File: config.mk
export PLATFORM = sky130hd
export DESIGN_NAME = jt6295_enc_flat
export DESIGN_NICKNAME = d
export VERILOG_FILES = /design/src/rtl/jt6295_enc_if.sv /design/src/rtl/jt6295_enc.sv /design/src/flat_wrapper.sv
export SDC_FILE = /design/constraint.sdc
export NUM_CORES = 1
export LEC_CHECK = 0
export ABC_AREA = 1
export CAP_MARGIN = 25
export CORE_MARGIN = 2
export CORE_UTILIZATION = 55
export DETAILED_ROUTE_END_ITERATION = 7
export HOLD_SLACK_MARGIN = 0.1
export PLACE_DENSITY = 0.74
export SYNTH_ARGS = -nofsm -noshare
export SYNTH_HDL_FRONTEND = slang
export SYNTH_SLANG_ARGS = --single-unit
export TNS_END_PERCENT = 1
File: constraint.sdc
create_clock -name clk -period 20.8 [get_ports clk]
set_clock_uncertainty 0.15 [all_clocks]
set_input_delay 2.08 -clock clk [delete_from_list [all_inputs] [get_ports clk]]
set_output_delay 2.08 -clock clk [all_outputs]
set_load 0.01 [all_outputs]
File: src/rtl/jt6295_enc_if.sv
// Sample-in / byte-out handshake bundle for the jt6295_enc ADPCM encoder.
// master = sample producer and byte consumer; slave = the encoder.
interface jt6295_enc_if;
    logic signed [11:0] pcm_in;
    logic               pcm_valid;
    logic               pcm_ready;
    logic        [7:0]  dout;
    logic               dout_valid;
    logic               dout_ready;

    modport master (output pcm_in, pcm_valid, dout_ready,
                    input  pcm_ready, dout, dout_valid);
    modport slave  (input  pcm_in, pcm_valid, dout_ready,
                    output pcm_ready, dout, dout_valid);
endinterface

File: src/rtl/jt6295_enc.sv
// OKI 4-bit ADPCM encoder tracking the jt6295 decoder predictor; packs two nibbles per byte.
// Optional macro JT6295_ENC_RECON_EN adds recon/recon_valid outputs carrying the updated predictor.
module jt6295_enc #(
    parameter int AW = 18
) (
    input  logic          clk,
    input  logic          rst,
    input  logic          cen,
    input  logic          start,
    input  logic          flush,
    jt6295_enc_if.slave   bus,
    output logic [AW-1:0] byte_cnt,
    output logic          busy
`ifdef JT6295_ENC_RECON_EN
    ,
    output logic signed [11:0] recon,
    output logic               recon_valid
`endif
);

    typedef enum logic [1:0] {IDLE = 2'd0, QUANT = 2'd1, UPD = 2'd2} state_t;

    function automatic logic [10:0] step_lut(input logic [5:0] i);
        case (i)
            6'd0:  step_lut = 11'd16;   6'd1:  step_lut = 11'd17;   6'd2:  step_lut = 11'd19;
            6'd3:  step_lut = 11'd21;   6'd4:  step_lut = 11'd23;   6'd5:  step_lut = 11'd25;
            6'd6:  step_lut = 11'd28;   6'd7:  step_lut = 11'd31;   6'd8:  step_lut = 11'd34;
            6'd9:  step_lut = 11'd37;   6'd10: step_lut = 11'd41;   6'd11: step_lut = 11'd45;
            6'd12: step_lut = 11'd50;   6'd13: step_lut = 11'd55;   6'd14: step_lut = 11'd60;
            6'd15: step_lut = 11'd66;   6'd16: step_lut = 11'd73;   6'd17: step_lut = 11'd80;
            6'd18: step_lut = 11'd88;   6'd19: step_lut = 11'd97;   6'd20: step_lut = 11'd107;
            6'd21: step_lut = 11'd118;  6'd22: step_lut = 11'd130;  6'd23: step_lut = 11'd143;
            6'd24: step_lut = 11'd157;  6'd25: step_lut = 11'd173;  6'd26: step_lut = 11'd190;
            6'd27: step_lut = 11'd209;  6'd28: step_lut = 11'd230;  6'd29: step_lut = 11'd253;
            6'd30: step_lut = 11'd279;  6'd31: step_lut = 11'd307;  6'd32: step_lut = 11'd337;
            6'd33: step_lut = 11'd371;  6'd34: step_lut = 11'd408;  6'd35: step_lut = 11'd449;
            6'd36: step_lut = 11'd494;  6'd37: step_lut = 11'd544;  6'd38: step_lut = 11'd598;
            6'd39: step_lut = 11'd658;  6'd40: step_lut = 11'd724;  6'd41: step_lut = 11'd796;
            6'd42: step_lut = 11'd876;  6'd43: step_lut = 11'd963;  6'd44: step_lut = 11'd1060;
            6'd45: step_lut = 11'd1166; 6'd46: step_lut = 11'd1282; 6'd47: step_lut = 11'd1411;
            6'd48: step_lut = 11'd1552;
            default: step_lut = 11'd1552;
        endcase
    endfunction

    function automatic logic signed [6:0] idx_adj(input logic [2:0] c);
        case (c)
            3'd4:    idx_adj = 7'sd2;
            3'd5:    idx_adj = 7'sd4;
            3'd6:    idx_adj = 7'sd6;
            3'd7:    idx_adj = 7'sd8;
            default: idx_adj = -7'sd1;
        endcase
    endfunction

    state_t             state_q;
    logic signed [11:0] sample_q, pred_q, pred_d;
    logic        [5:0]  idx_q, idx_d;
    logic        [3:0]  code_q, code_d, hi_q;
    logic               half_q, flush_pend_q;
    logic        [7:0]  dout_q;
    logic               dout_valid_q;
    logic [AW-1:0]      byte_cnt_q;
    logic signed [11:0] recon_q;
    logic               recon_valid_q;

    logic signed [12:0] diff_s;
    logic        [11:0] mag_s, m1_s, m2_s, st_s;
    logic               b2_s, b1_s, b0_s;
    logic        [12:0] delta_s;
    logic signed [13:0] sum_s;
    logic signed [6:0]  idx_sum_s;
    logic               flush_go_s;

    // Quantise the prediction error against the current step.
    always_comb begin
        st_s   = {1'b0, step_lut(idx_q)};
        diff_s = {sample_q[11], sample_q} - {pred_q[11], pred_q};
        mag_s  = diff_s[12] ? 12'(-diff_s) : diff_s[11:0];
        b2_s   = mag_s >= st_s;
        m1_s   = b2_s ? mag_s - st_s : mag_s;
        b1_s   = m1_s >= (st_s >> 1);
        m2_s   = b1_s ? m1_s - (st_s >> 1) : m1_s;
        b0_s   = m2_s >= (st_s >> 2);
        code_d = {diff_s[12], b2_s, b1_s, b0_s};
    end

    // Reconstruct the predictor and step index exactly as the decoder does.
    always_comb begin
        delta_s = {1'b0, st_s >> 3}
                + (code_q[0] ? {1'b0, st_s >> 2} : 13'd0)
                + (code_q[1] ? {1'b0, st_s >> 1} : 13'd0)
                + (code_q[2] ? {1'b0, st_s}      : 13'd0);
        sum_s = code_q[3] ? ({{2{pred_q[11]}}, pred_q} - $signed({1'b0, delta_s}))
                          : ({{2{pred_q[11]}}, pred_q} + $signed({1'b0, delta_s}));
        if (sum_s > 14'sd2047) begin
            pred_d = 12'sd2047;
        end else if (sum_s < -14'sd2048) begin
            pred_d = -12'sd2048;
        end else begin
            pred_d = sum_s[11:0];
        end
        idx_sum_s = $signed({1'b0, idx_q}) + idx_adj(code_q[2:0]);
        if (idx_sum_s < 7'sd0) begin
            idx_d = 6'd0;
        end else if (idx_sum_s > 7'sd48) begin
            idx_d = 6'd48;
        end else begin
            idx_d = idx_sum_s[5:0];
        end
        flush_go_s = (flush_pend_q || flush) && (state_q == IDLE) && !dout_valid_q;
    end

    // Encoder FSM, packer and output handshake; start behaves exactly like reset.
    always_ff @(posedge clk) begin
        if (rst || (cen && start)) begin
            state_q       <= IDLE;
            sample_q      <= 12'sd0;
            pred_q        <= 12'sd0;
            idx_q         <= 6'd0;
            code_q        <= 4'd0;
            hi_q          <= 4'd0;
            half_q        <= 1'b0;
            flush_pend_q  <= 1'b0;
            dout_q        <= 8'd0;
            dout_valid_q  <= 1'b0;
            byte_cnt_q    <= '0;
            recon_q       <= 12'sd0;
            recon_valid_q <= 1'b0;
        end else if (cen) begin
            recon_valid_q <= 1'b0;
            if (dout_valid_q && bus.dout_ready) begin
                dout_valid_q <= 1'b0;
                byte_cnt_q   <= byte_cnt_q + 1'b1;
            end
            if (flush) begin
                flush_pend_q <= 1'b1;
            end
            case (state_q)
                IDLE: begin
                    if (flush_go_s) begin
                        flush_pend_q <= 1'b0;
                        if (half_q) begin
                            dout_q       <= {hi_q, 4'h0};
                            dout_valid_q <= 1'b1;
                            half_q       <= 1'b0;
                        end
                    end
                    if (bus.pcm_valid && !dout_valid_q) begin
                        sample_q <= bus.pcm_in;
                        state_q  <= QUANT;
                    end
                end
                QUANT: begin
                    code_q  <= code_d;
                    state_q <= UPD;
                end
                UPD: begin
                    pred_q        <= pred_d;
                    idx_q         <= idx_d;
                    recon_q       <= pred_d;
                    recon_valid_q <= 1'b1;
                    if (half_q) begin
                        dout_q       <= {hi_q, code_q};
                        dout_valid_q <= 1'b1;
                        half_q       <= 1'b0;
                    end else begin
                        hi_q   <= code_q;
                        half_q <= 1'b1;
                    end
                    state_q <= IDLE;
                end
                default: state_q <= IDLE;
            endcase
        end
    end

    assign bus.pcm_ready  = (state_q == IDLE) && !dout_valid_q && cen;
    assign bus.dout       = dout_q;
    assign bus.dout_valid = dout_valid_q;
    assign byte_cnt       = byte_cnt_q;
    assign busy           = (state_q != IDLE) || half_q;
`ifdef JT6295_ENC_RECON_EN
    assign recon       = recon_q;
    assign recon_valid = recon_valid_q;
`endif

endmodule

File: src/flat_wrapper.sv
// flat-port wrapper written by rule: the top's interface ports become plain ports
module jt6295_enc_flat 
#(
    parameter int AW = 18
)
  (clk, rst, cen, start, flush, byte_cnt, busy, bus_pcm_in, bus_pcm_valid, bus_dout_ready, bus_pcm_ready, bus_dout, bus_dout_valid);
  jt6295_enc_if bus_i ();
  input  logic clk;
  input  logic rst;
  input  logic cen;
  input  logic start;
  input  logic flush;
  output logic [AW-1:0] byte_cnt;
  output logic busy;
  input wire logic [$bits(bus_i.pcm_in)-1:0] bus_pcm_in;
  input wire logic [$bits(bus_i.pcm_valid)-1:0] bus_pcm_valid;
  input wire logic [$bits(bus_i.dout_ready)-1:0] bus_dout_ready;
  output wire logic [$bits(bus_i.pcm_ready)-1:0] bus_pcm_ready;
  output wire logic [$bits(bus_i.dout)-1:0] bus_dout;
  output wire logic [$bits(bus_i.dout_valid)-1:0] bus_dout_valid;
  assign bus_i.pcm_in = bus_pcm_in;
  assign bus_i.pcm_valid = bus_pcm_valid;
  assign bus_i.dout_ready = bus_dout_ready;
  assign bus_pcm_ready = bus_i.pcm_ready;
  assign bus_dout = bus_i.dout;
  assign bus_dout_valid = bus_i.dout_valid;
  jt6295_enc #(.AW(AW)) u_core (.clk(clk), .rst(rst), .cen(cen), .start(start), .flush(flush), .bus(bus_i), .byte_cnt(byte_cnt), .busy(busy));
endmodule
==> reports/summary.txt <==
R2R Setup Slk: 12620 ps
CORE AREA: 0.0151 sq mm
Final period utilization: 39.3%
Post-CTS setup buffer count: 0
Via/cell ratio: 5.48
Syn Nets: 1438
Die width: 128 microns
Placed Instances: 1528
Full die area: 0.0165 sq mm
Synth Area per Inst: 6.48 sq um
Primary FF master, synth: dfxtp_1
Most common cell after layout, fill and taps aside: nand2_1
Synthesis-stage register bit count: 80
Post-synthesis adder-cell area fraction: 17.5%
Synth async-reset ratio: 0%
Max Slew Vio Count: 0
WHS: 314 ps
Synth warn: 0
DRC violation count after routing: 0
Most frequent CP cell: nand2_1
Finished Cell Area: 0.00941 sq mm
Outcome: complete, no violations
Clk Latency, worst-skew pair: 350 ps
Setup TNS: 0 ps
P&R area growth vs syn: 10.5%
Xor/xnor share of the synthesized area: 5.53%
Min Tclk post-route: 8180 ps
CTS tree: done
Placed instance area: 0.00911 sq mm
Number of flops mapped to enable cells by yosys: 0
Diodes inserted: 0
Worst Path Required: 20900 ps
DRT Pass-1 Iters: 5
Clock Path Buffers: 2
Reg clk slew, reported paths: 70 ps
Final Hold Violating Endpoints: 0
Setup violators final: 0
Synth unique cells: 58
Max Cap Viol: 0
Syn Inst Count: 1313
GRT overflow: 0
VDD IR max: 77.2 uV
CTS H-tree depth: 3
Slew @ Worst Pin: 877 ps
Initial DRC Count: 757
RSZ-0062 raised after global routing: no
Clock buffer count from CTS: 9
CP max stage delay: 430 ps
Input/output buffers: 47
Main combinational cell family by area after synthesis: simple AND/OR/NAND/NOR gates
First-pass GRT wire length: 36.1 mm
Post-CTS sizing: 0
Maximum clock frequency: 122 MHz
Vias: 8468
Routed Antenna Nets: 0
Total Power: 0.930 mW
CP Launch Type: register
Reg area: 0.00160 sq mm
Simple-Gate Fraction of Synth Area: 31.4%
Sequential fraction of the synthesis area: 18.8%
Largest net degree at the start of global routing: 55
Synth Area in Compound Gates: 15.6%
# rows: 45
Synthesized area: 0.00851 sq mm
Cts hold-fix bufs: 0
Post-DP HPWL: 16.8 mm
Final WL: 21.2 mm
Fin nets: 1476
Multiplexer share of the synthesized area: 0%
WS Path Type: register to register
Area of the multi-input gates: 0.00597 sq mm
Initial antenna violation count: 0
CP Capture Type: register
WL/cell: 13.7 microns
GR Util All Layers: 26.8%
Worst slack at placement: 12680 ps
Commonest cells after routing, fill and taps aside: nand2_1, inv_1, a21oi_1
Io pins: 48
Standby leakage power: 4.68 nW
Die Y: 128 microns
Fin util: 62.1%
PwrDens: 98.8 mW/mm^2
Critical path peak fanout: 16
Fin cells: 1544
Worst setup margin: 12620 ps
CP arrival: 8290 ps
CTS Root Cell: clkbuf_16
# fillers: 1460
Clock sinks: 80
Hold Path Class: register to register
GPL Wtd Cong: 0.905
Vias in the first global route: 7837
Share of cells above drive strength 1: 5.90%
Slowest cell on crit path: fa_1
Rel. slew slack: 40.8%
Starting density of the core: 56.2%
## registers in the layout, summed over array words and instances, names as in the netlist
signal and count:
u_core.sample_q 12, u_core.idx_q 6, u_core.bus.dout_valid 1, u_core.bus.dout 8, u_core.half_q 1, u_core.pred_q 12, u_core.hi_q 4, u_core.state_q 2
u_core.code_q 4, u_core.flush_pend_q 1, u_core.byte_cnt 18, u_core.st_s 11
## power by group
group | internal [mW] | switching (mW)
Combinational | 0.225 | 0.387
Sequential | 0.155 | 0.00213
Clock | 0.0847 | 0.0758
Total | 0.465 | 0.465
## cells in the mapped netlist, types with 2 or more instances
cell / count / area share, %
dfxtp_1: 80 / 19
nand2_4: 3 / 0.40
a31oi_1: 7 / 0.51
or2_2: 5 / 0.37
nand3b_1: 4 / 0.35
o31ai_1: 3 / 0.26
a21oi_2: 3 / 0.31
a21oi_1: 96 / 5.6
inv_2: 10 / 0.44
nand3_2: 6 / 0.71
nand2_1: 339 / 15
and2_1: 2 / 0.15
nor4_1: 2 / 0.15
nand2_2: 14 / 1.0
buf_2: 2 / 0.12
nor3_2: 2 / 0.24
buf_6: 4 / 0.53
o21a_1: 5 / 0.44
xor2_2: 2 / 0.38
nand4_1: 13 / 0.96
clkinv_1: 3 / 0.13
nor3_1: 22 / 1.3
o21bai_1: 4 / 0.35
o21ai_1: 11 / 0.65
o211ai_1: 7 / 0.62
nor2_2: 4 / 0.29
nor2_1: 89 / 3.9
a21boi_0: 3 / 0.26
inv_1: 200 / 8.8
buf_4: 2 / 0.18
a211oi_1: 5 / 0.44
nand3_1: 88 / 5.2
ha_1: 84 / 12
fa_1: 22 / 5.2
xnor2_1: 20 / 2.1
a21o_1: 4 / 0.35
and3_1: 2 / 0.15
o21ai_0: 77 / 4.5
clkbuf_1: 13 / 0.57
nand3_4: 3 / 0.62
xor2_1: 30 / 3.1
o31a_1: 2 / 0.21
## routing by layer
metal / wire length (microns) / vias up / track usage (%)
li1: - / 4336 / -
met1: 9580 / 3875 / 34.8
met2: 10100 / 229 / 47.0
met3: 1170 / 28 / 4.57
met4: 290 / 0 / 5.62
met5: 0 / - / 0
## worst max-delay path, delay by kind of cell (launching register included)
family	cells	cell delay (ps)
AOI/OAI and AO/OA	15	2440
xor gates and xnor gates	1	150
buffers and inverters	7	680
adders and majority gates	6	1850
DFF	1	330
and+or+nand+nor	23	2490
## cell families after synthesis
group | after synthesis
xor gates and xnor gates | 52
and+or+nand+nor | 603
adders and majority gates | 106
DFF | 80
buffers and inverters | 237
AOI/OAI and AO/OA | 235
## worst paths after layout
kind | start | end | depth (start not counted)
max | u_core.pred_q[0] | u_core.code_q[0] | 52
max reg2reg | u_core.pred_q[0] | u_core.code_q[0] | 52
min | u_core.bus.dout[0] | u_core.bus.dout[0] | 2
min reg2reg | u_core.bus.dout[0] | u_core.bus.dout[0] | 2
## cell type report
| cell class | count | share of cell area (%) |
|---|---|---|
| Sequential cell | 80 | 17.0 |
| Clock buffer | 9 | 2.39 |
| Multi-Input combinational cell | 996 | 63.5 |
| Timing Repair Buffer | 50 | 5.24 |
| Clock inverter | 7 | 0.771 |
| Inverter | 214 | 8.59 |
| Tap cell | 188 | 2.50 |
Note: power is estimated with default switching activity, not from simulation.
